--- src/rtl/pwm_ramp_sequencer.sv ---
// Slew-rate-limited signed duty sequencer feeding the signed PWM generator.
// Optional macro PWM_RAMP_SLEW_CFG_EN adds run-time step rate input stepPeriodsIn.
module pwm_ramp_sequencer #(
  parameter int PERIOD_CYCLES = 1500,
  parameter int STEP_PERIODS  = 4,
  parameter int ZERO_DWELL    = 2,
  parameter int MAX_MAG       = 15
) (
  input  logic       CLK,
  input  logic       RESET,
  input  logic       tgtValid,
  output logic       tgtReady,
  input  logic [5:0] tgtValue,
  input  logic       enable,
  input  logic       estop,
`ifdef PWM_RAMP_SLEW_CFG_EN
  input  logic [7:0] stepPeriodsIn,
`endif
  output logic [5:0] dutyOut,
  output logic       periodTick,
  output logic       busy
);

  localparam int PW = (PERIOD_CYCLES > 1) ? $clog2(PERIOD_CYCLES) : 1;
  localparam int DW = (ZERO_DWELL > 1) ? $clog2(ZERO_DWELL) : 1;
  localparam logic [PW-1:0] PLAST = PW'(PERIOD_CYCLES - 1);
  localparam logic [DW-1:0] DLAST = DW'((ZERO_DWELL > 0) ? ZERO_DWELL - 1 : 0);
  localparam logic signed [5:0] MAXP = 6'(MAX_MAG);
  localparam logic signed [5:0] MAXN = 6'(-MAX_MAG);

  typedef enum logic [1:0] {IDLE, RAMP, DWELL, STOP} state_t;

  state_t r_state, w_nextState;

  logic [PW-1:0]      r_periodCnt;
  logic [7:0]         r_stepCnt;
  logic [DW-1:0]      r_dwellCnt;
  logic signed [5:0]  r_duty;
  logic signed [5:0]  r_target;
  logic               r_dwellNeg;
  logic               r_readyEn;

  logic               w_tick;
  logic               w_xfer;
  logic signed [5:0]  w_tgtIn;
  logic signed [5:0]  w_clamped;
  logic signed [5:0]  w_eff;
  logic [7:0]         w_stepLast;
  logic               w_stepDue;
  logic               w_stepClr;
  logic               w_step;
  logic               w_dutyNeg;
  logic               w_effNeg;
  logic [5:0]         w_dutyMag;
  logic [5:0]         w_effMag;
  logic               w_toZero;
  logic signed [5:0]  w_stepped;
  logic               w_enterDwell;

  assign w_tick    = (r_periodCnt == PLAST);
  assign w_xfer    = tgtValid && tgtReady;
  assign w_tgtIn   = $signed(tgtValue);
  assign w_clamped = (w_tgtIn > MAXP) ? MAXP : ((w_tgtIn < MAXN) ? MAXN : w_tgtIn);
  assign w_eff     = enable ? r_target : 6'sd0;

`ifdef PWM_RAMP_SLEW_CFG_EN
  logic [7:0] r_stepLast;
  logic [7:0] w_cfgLast;

  // A programmed rate of 0 behaves as 1 (step every period).
  assign w_cfgLast  = (stepPeriodsIn == 8'd0) ? 8'd0 : stepPeriodsIn - 8'd1;
  assign w_stepLast = r_stepLast;

  always_ff @(posedge CLK) begin
    if (RESET) begin
      r_stepLast <= w_cfgLast;
    end else if (w_stepClr) begin
      r_stepLast <= w_cfgLast;
    end
  end
`else
  assign w_stepLast = 8'(STEP_PERIODS - 1);
`endif

  assign w_stepDue = w_tick && (r_stepCnt == w_stepLast);
  assign w_stepClr = estop || (r_state == DWELL) || (r_state == STOP) ||
                     (w_xfer && (r_state == IDLE)) || w_stepDue;
  assign w_step    = (r_state == RAMP) && w_stepDue && (r_duty != w_eff);

  // Head toward zero first whenever the sign must flip or the magnitude shrinks.
  assign w_dutyNeg    = r_duty[5];
  assign w_effNeg     = w_eff[5];
  assign w_dutyMag    = w_dutyNeg ? -r_duty : r_duty;
  assign w_effMag     = w_effNeg ? -w_eff : w_eff;
  assign w_toZero     = ((r_duty != 6'sd0) && (w_eff != 6'sd0) && (w_dutyNeg != w_effNeg)) ||
                        (w_dutyMag > w_effMag);
  assign w_stepped    = w_toZero ? (w_dutyNeg ? r_duty + 6'sd1 : r_duty - 6'sd1)
                                 : ((w_eff > r_duty) ? r_duty + 6'sd1 : r_duty - 6'sd1);
  assign w_enterDwell = (ZERO_DWELL > 0) && (w_stepped == 6'sd0) && (w_eff != 6'sd0) &&
                        (r_duty != 6'sd0) && (w_effNeg != w_dutyNeg);

  always_ff @(posedge CLK) begin
    if (RESET) begin
      r_state <= IDLE;
    end else begin
      r_state <= w_nextState;
    end
  end

  always_comb begin
    w_nextState = r_state;
    if (estop) begin
      w_nextState = STOP;
    end else begin
      unique case (r_state)
        IDLE: begin
          if (w_eff != r_duty) w_nextState = RAMP;
        end
        RAMP: begin
          if (r_duty == w_eff) begin
            w_nextState = IDLE;
          end else if (w_step) begin
            if (w_enterDwell)           w_nextState = DWELL;
            else if (w_stepped == w_eff) w_nextState = IDLE;
          end
        end
        DWELL: begin
          // Abandon the dwell early if the reversal is no longer wanted.
          if (w_eff == 6'sd0)                        w_nextState = IDLE;
          else if (w_effNeg == r_dwellNeg)           w_nextState = RAMP;
          else if (w_tick && (r_dwellCnt == DLAST))  w_nextState = RAMP;
        end
        STOP:    w_nextState = IDLE;
        default: w_nextState = IDLE;
      endcase
    end
  end

  always_comb begin
    busy     = (r_state != IDLE);
    tgtReady = r_readyEn && (r_state != STOP);
  end

  always_ff @(posedge CLK) begin
    if (RESET) begin
      r_periodCnt <= '0;
      r_stepCnt   <= '0;
      r_dwellCnt  <= '0;
      r_duty      <= '0;
      r_target    <= '0;
      r_dwellNeg  <= 1'b0;
      r_readyEn   <= 1'b0;
    end else begin
      r_readyEn   <= 1'b1;
      r_periodCnt <= w_tick ? '0 : r_periodCnt + PW'(1);

      if (w_stepClr)   r_stepCnt <= '0;
      else if (w_tick) r_stepCnt <= r_stepCnt + 8'd1;

      if (r_state != DWELL) r_dwellCnt <= '0;
      else if (w_tick)      r_dwellCnt <= r_dwellCnt + DW'(1);

      // estop zeroes the output immediately, bypassing tick alignment.
      if (estop) begin
        r_duty   <= '0;
        r_target <= '0;
      end else begin
        if (w_xfer) r_target <= w_clamped;
        if (w_step) begin
          r_duty <= w_stepped;
          if (w_enterDwell) r_dwellNeg <= w_dutyNeg;
        end
      end
    end
  end

  assign dutyOut    = r_duty;
  assign periodTick = w_tick;

endmodule

--- config.mk ---
export PLATFORM = sky130hd
export DESIGN_NAME = pwm_ramp_sequencer
export DESIGN_NICKNAME = d
export VERILOG_FILES = /design/src/rtl/pwm_ramp_sequencer.sv
export SDC_FILE = /design/constraint.sdc
export NUM_CORES = 1
export LEC_CHECK = 0
export BUFFER_PORTS_ARGS = -buffer_cell sky130_fd_sc_hd__clkbuf_2
export CAP_MARGIN = 30
export CORE_MARGIN = 8
export CORE_UTILIZATION = 41
export DETAILED_ROUTE_END_ITERATION = 16
export GPL_TIMING_DRIVEN = 0
export SLEW_MARGIN = 40
export SYNTH_ARGS = -nofsm -noshare
export SYNTH_HDL_FRONTEND = slang
export SYNTH_SLANG_ARGS = --single-unit
--- constraint.sdc ---
create_clock -name CLK -period 6.2 [get_ports CLK]
set_clock_uncertainty 0.15 [all_clocks]
set_input_delay 0.31 -clock CLK [delete_from_list [all_inputs] [get_ports CLK]]
set_output_delay 0.31 -clock CLK [all_outputs]
set_load 0.005 [all_outputs]
# Yosys cells after proc, flatten, opt, wreduce, memory -nomap -nowiden
# Index checks and enable logic that the tools add are counted.
# word_totals
out_inout_bits	9
reg_bits	36
wordCells	86
inputBits	11
# op_classes
mux	19
n_bitwise	1
add_sub_neg	7
n_eq_ne	18
magnitude_cmp	4
reduce_logical	29
# op_table
op	count
$mux W6	8
$mux W2	9
$eq A6 B6 Y1	2
$gt A6 B6 Y1	2
$logic_and A1 B1 Y1	12
$logic_not A6 Y1	2
$ne A6 B6 Y1	2
$neg A6 Y6	2
$reduce_bool A6 Y1	2
$add A11 B1 Y11 const B	1
$eq A11 B11 Y1 const B	1
$add A8 B1 Y8 const B	1
$eq A8 B2 Y1 const B	1
$pmux W2 S4	1
$reduce_or A2 Y1	4
$add A6 B2 Y6 const B	1
$gt A6 B5 Y1 const B	1
$lt A6 B5 Y1 const B	1
$sub A6 B2 Y6 const B	1
$logic_or A1 B1 Y1	5
$ne A5 B2 Y1 const B	1
$ne A5 B3 Y1 const B	1
$eq A2 B2 Y1 const B	2
$ne A2 B2 Y1 const B	2
12 further kinds	13

# Longest topological paths before layout
# depth
ltp_word	15
ltp_mapped	19
ltp_nobuf	17

# Worst setup path before layout
# OpenSTA, ideal clock, no wires.
# synth_path
path_type	input -> register
from	in enable
to	reg r_dwellNeg
slack_ns	2.450
t_required_ns	5.936
path_stages	19
setup_ns	0.114
arrival_ns	3.486
cell_sequence	clkbuf_1 nand2_1 ha_1 nand2_1 nand2_1 xnor2_1 nand2_1 ha_1 a21oi_1 nand2_1 a211oi_1 o21ba_1 buf_6 mux2i_4 mux2i_2 xnor2_2 nor4_2 mux2i_1 nor2_1
# synth_via
elab_chain_len	11
# synth_rtl
item	line_no	text
from (decl)	14	input logic enable,
$mux W6 *	64	assign w_eff = enable ? r_target : 6'sd0;
$neg A6 Y6 / $reduce_bool A6 Y1 (equally long branches)	94, 95, 99	
$mux W6 / $logic_and A1 B1 Y1 (equally long branches)	94, 95	
$gt A6 B6 Y1 / $logic_and A1 B1 Y1 (equally long branches)	96, 95	
$logic_or A1 B1 Y1	95	assign w_toZero = ((r_duty != 6'sd0) && (w_eff != 6'sd0) && (w_dutyNeg != w_effNeg)) ||
$mux W6	97	assign w_stepped = w_toZero ? (w_dutyNeg ? r_duty + 6'sd1 : r_duty - 6'sd1)
$logic_not A6 Y1	99	assign w_enterDwell = (ZERO_DWELL > 0) && (w_stepped == 6'sd0) && (w_eff != 6'sd0) &&
$logic_and A1 B1 Y1 (2 in a row)	99	
$logic_and A1 B1 Y1	100	(r_duty != 6'sd0) && (w_effNeg != w_dutyNeg);
$reduce_and A3 Y1 (no source line) *	n/a	
to (signal assigned)	171	if (w_enterDwell) r_dwellNeg <= w_dutyNeg;
to (decl)	40	logic r_dwellNeg;
# Mark *: on every way between the ends. The rest lies on a longest branch, timed or not.
# A chain may end at the register's enable or synchronous reset.

# Worst setup path in the final report
# layout_path
from	reg r_duty[0] (netlist: dutyOut[0])
to	reg r_dwellNeg
# layout_via
elab_chain_len	10
# layout_rtl
item	line_no	text
from (decl)	38	logic signed [5:0] r_duty;
from (signal assigned)	170	r_duty <= w_stepped;
$neg A6 Y6 / $reduce_bool A6 Y1 (equally long branches)	93, 95, 100	
$mux W6 / $logic_and A1 B1 Y1 (equally long branches)	93, 95	
$gt A6 B6 Y1 / $logic_and A1 B1 Y1 (equally long branches)	96, 95	
$logic_or A1 B1 Y1	95	
$mux W6	97	
$logic_not A6 Y1	99	
$logic_and A1 B1 Y1 (2 in a row)	99	
$logic_and A1 B1 Y1	100	
$reduce_and A3 Y1 (no source line) *	n/a	
# Marks and branches as above.

==> impl_metrics.xml <==
<?xml version="1.0" encoding="UTF-8"?>
<metrics>
  <group name="finish">
    <metric name="most_used_cells_in_the_layout_excluding_fill_and_tap_cells" unit="">53 x nor2_1, 36 x dfxtp_1, 24 x xnor2_1</metric>
    <metric name="finalNetCount" unit="">369</metric>
    <metric name="layout.cells.most_common" unit="">nor2_1</metric>
    <metric name="area_overhead_vs_synth" unit="%">11.1</metric>
    <metric name="antenna-diode-count" unit="">0</metric>
    <metric name="post-route-cell-area" unit="mm2">0.00285</metric>
    <metric name="drive_gt1_share" unit="%">14.7</metric>
  </group>
  <group name="placed_design">
    <metric name="post_dp_cell_area" unit="mm2">0.00275</metric>
    <metric name="detailed_place_hpwl" unit="um">4280</metric>
    <metric name="placement.setup.worst_slack" unit="ns">1.86</metric>
    <metric name="io_buffers" unit="">19</metric>
    <metric name="gpl.final_weighted_congestion" unit="">0.784</metric>
  </group>
  <group name="die">
    <metric name="num_rows" unit="">28</metric>
    <metric name="starting_density_of_the_core" unit="%">42.8</metric>
    <metric name="ios" unit="">20</metric>
    <metric name="die_height" unit="um">95.0</metric>
    <metric name="placeableCoreArea" unit="mm2">0.00599</metric>
    <metric name="die_area" unit="mm2">0.00903</metric>
    <metric name="floorplan.die.width" unit="um">95.0</metric>
  </group>
  <group name="synthesis">
    <metric name="edff_count_synth" unit="">0</metric>
    <metric name="async_reset_ff_share" unit="%">0</metric>
    <metric name="post-synth-top-area-fraction" unit="%">28.1</metric>
    <metric name="synth.ff_latch_count" unit="">36</metric>
    <metric name="synth.top_cells.by_area" unit="">dfxtp_1 28%, ha_1 8.8%, xnor2_1 8.2%</metric>
    <metric name="synth.distinct_cells" unit="">58</metric>
    <metric name="syn_nets" unit="">343</metric>
    <metric name="netlist_area" unit="mm2">0.00256</metric>
    <metric name="sequential_fraction_of_the_synthesis_area" unit="%">28.1</metric>
    <metric name="synthesis.instances" unit="">314</metric>
    <metric name="yosys_warnings" unit="">0</metric>
    <metric name="commonest_register_cell_after_synthesis" unit="">dfxtp_1</metric>
    <metric name="synth.largest_area_cell" unit="">dfxtp_1</metric>
    <metric name="synth.avg_cell_area" unit="um2">8.16</metric>
  </group>
  <group name="clock_network">
    <metric name="tritoncts_num_sinks" unit="">36</metric>
    <metric name="clock_latency" unit="ns">0.28</metric>
    <metric name="clockRootBuffer" unit="">clkbuf_8</metric>
    <metric name="cts.hold.buffers_added" unit="">0</metric>
    <metric name="maximum_root_to_sink_buffer_count" unit="">2</metric>
    <metric name="clk_pin_slew_worst_paths" unit="ns">0.07</metric>
    <metric name="cts_resized" unit="">0</metric>
    <metric name="tritoncts" unit="">done</metric>
    <metric name="htree_num_levels" unit="">2</metric>
    <metric name="cts_inserted_buffers" unit="">5</metric>
    <metric name="post_cts.repair.setup_buffers" unit="">0</metric>
  </group>
  <group name="timing">
    <metric name="final.setup.tns" unit="ns">0</metric>
    <metric name="setup_repair_after_global_routing_missed_its_margin" unit="">no</metric>
    <metric name="post-route-min-period" unit="ns">4.14</metric>
    <metric name="max_slew.worst_pin.slew" unit="ns">0.673</metric>
    <metric name="fmaxAchievable" unit="GHz">0.242</metric>
    <metric name="maxSlewViolCount" unit="">0</metric>
    <metric name="final-setup-viol-count" unit="">0</metric>
    <metric name="final.period_utilization" unit="%">66.7</metric>
    <metric name="hold_worst_slack" unit="ns">0.114</metric>
    <metric name="layout_setup_ws" unit="ns">2.06</metric>
    <metric name="max_slew_margin" unit="%">54.9</metric>
    <metric name="report.final.hold_viol_count" unit="">0</metric>
  </group>
  <group name="route">
    <metric name="totalWireLength" unit="um">5480</metric>
    <metric name="remaining_drc_errors" unit="">0</metric>
    <metric name="wl_per_cell" unit="um">13.2</metric>
    <metric name="final_antenna_net_count" unit="">0</metric>
    <metric name="drt_iter0_markers" unit="">56</metric>
    <metric name="drt_first_pass_iters" unit="">4</metric>
    <metric name="route.detailed.vias_per_inst" unit="">5.18</metric>
    <metric name="via_count" unit="">2149</metric>
  </group>
  <group name="worst_setup_path">
    <metric name="worstPathRequired" unit="ns">6.22</metric>
    <metric name="worstSetupPathType" unit="">reg2reg</metric>
    <metric name="crit_fanout" unit="">7</metric>
    <metric name="critical_path.endpoint_type" unit="">flop</metric>
    <metric name="cp_data_arrival_time" unit="ns">4.16</metric>
    <metric name="timing.critical_path.from_type" unit="">flop</metric>
  </group>
  <group name="global_route">
    <metric name="grt_util_all_layers" unit="%">12.9</metric>
    <metric name="grt_first_pass_wirelength" unit="um">9500</metric>
    <metric name="global_route.overflow_total" unit="">0</metric>
    <metric name="grt_antenna_before_repair" unit="">0</metric>
    <metric name="grt_max_degree" unit="">11</metric>
    <metric name="via_count_of_the_first_global_routing_pass" unit="">2077</metric>
  </group>
  <group name="run_status">
    <metric name="status" unit="">complete, no violations</metric>
  </group>
  <group name="power_and_ir_drop">
    <metric name="power_leakage" unit="uW">0.00118</metric>
    <metric name="power_density" unit="mW/mm2">168</metric>
    <metric name="peakVddDrop" unit="mV">0.177</metric>
  </group>
  <group name="worst_hold_path">
    <metric name="holdCritPathClass" unit="">in2reg</metric>
  </group>
  <group name="job">
    <metric name="cap_viol_max_count" unit="">0</metric>
  </group>
</metrics>
[per-layer routing]
metal | track usage (%) | vias to the layer above | share of wire, %
met2 | 21.7 | 32 | 48
met4 | 4.55 | 0 | 1.5
li1 | - | 1138 | -
met3 | 2.52 | 9 | 3.0
met1 | 16.1 | 970 | 48
met5 | 0 | - | 0
[registers in the layout (all words and copies together) (netlist names)]
| signal | count |
|---|---|
| r_dwellNeg | 1 |
| r_readyEn | 1 |
| r_target | 6 |
| dutyOut | 6 |
| r_dwellCnt | 1 |
| r_state | 2 |
| r_periodCnt | 11 |
| r_stepCnt | 8 |
[cell families (layout without fill, tap and decap cells)]
| family | after synthesis | count (layout) | synth area share, % |
|---|---|---|---|
| AOI/OAI and AO/OA | 39 | 39 | 10.8 |
| and+or+nand+nor | 148 | 148 | 29.1 |
| adders and majority gates | 18 | 18 | 8.79 |
| DFF | 36 | 36 | 28.1 |
| buffers and inverters | 27 | 53 | 5.96 |
| muxes | 9 | 9 | 4.25 |
| xor gates and xnor gates | 37 | 37 | 12.9 |
[synth_stat cells, types with 2 or more instances]
| cell | instances |
|---|---|
| a41oi_1 | 2 |
| xnor2_1 | 24 |
| and4_1 | 3 |
| inv_1 | 10 |
| o21ai_0 | 2 |
| buf_6 | 2 |
| and2_2 | 2 |
| nor3_1 | 9 |
| a21oi_1 | 14 |
| and3_1 | 8 |
| mux2i_1 | 5 |
| ha_1 | 18 |
| o31ai_1 | 3 |
| nand4_1 | 3 |
| dfxtp_1 | 36 |
| or2_2 | 3 |
| and2_1 | 4 |
| inv_2 | 2 |
| mux2_2 | 2 |
| nor2_1 | 53 |
| nand3_1 | 17 |
| or4_1 | 3 |
| a211oi_1 | 4 |
| nand2b_1 | 3 |
| clkbuf_1 | 8 |
| nor4b_1 | 2 |
| nor2b_1 | 3 |
| nand2_1 | 23 |
| or3_1 | 6 |
| xor2_1 | 12 |
[through the flow]
step / util [%] / total power (uW) / std cells
6_report: 47.5 / 478 / 415
5_1_grt: 47.5 / 504 / 415
4_1_cts: 47.5 / 485 / 415
3_5_place_dp: 45.9 / 307 / 408
3_3_place_gp: 45.9 / 306 / 408
2_1_floorplan: - / 290 / 314
[path summary, 6_finish.rpt]
path                              from                   endpoint  slack (ns)  cells after the start
max            dutyOut[0]$_SDFFE_PP0P_    r_dwellNeg$_SDFFE_PP0P_        2.06                     17
min                              RESET          r_readyEn$_DFF_P_        0.11                      2
max reg2reg    dutyOut[0]$_SDFFE_PP0P_    r_dwellNeg$_SDFFE_PP0P_        2.06                     17
min reg2reg  r_periodCnt[0]$_SDFF_PP0_  r_periodCnt[0]$_SDFF_PP0_        0.30                      1
[layout make-up]
cell class	count	area (um2)
fill	611	3140
timing repair buffer	19	95.1
inverter	14	71.3
multi-input combinational	251	1690
tap	75	93.8
clock buffer	7	96.3
sequential	36	721
buffer	13	81.3
[where the power goes]
group | internal [uW] | leakage [uW] | switching, uW
Clock | 98.9 | 0.0000503 | 77.6
Sequential | 235 | 0.000292 | 2.99
Combinational | 27.2 | 0.000841 | 35.9
Total | 362 | 0.00118 | 116
[worst max-delay path: stages (launching register included)]
cell and delay (ns):
dfxtp_1 0.51, inv_2 0.13, ha_1 0.30, and3_4 0.23
nor2_1 0.11, xnor2_1 0.14, ha_1 0.28, a21oi_1 0.15
nand2_1 0.07, a211oi_1 0.23, o21ba_1 0.18, buf_6 0.13
mux2i_4 0.36, mux2i_2 0.34, xnor2_2 0.15, nor4_2 0.29
mux2i_1 0.22, nor2_1 0.06
Power figures use the tool's default switching activity.
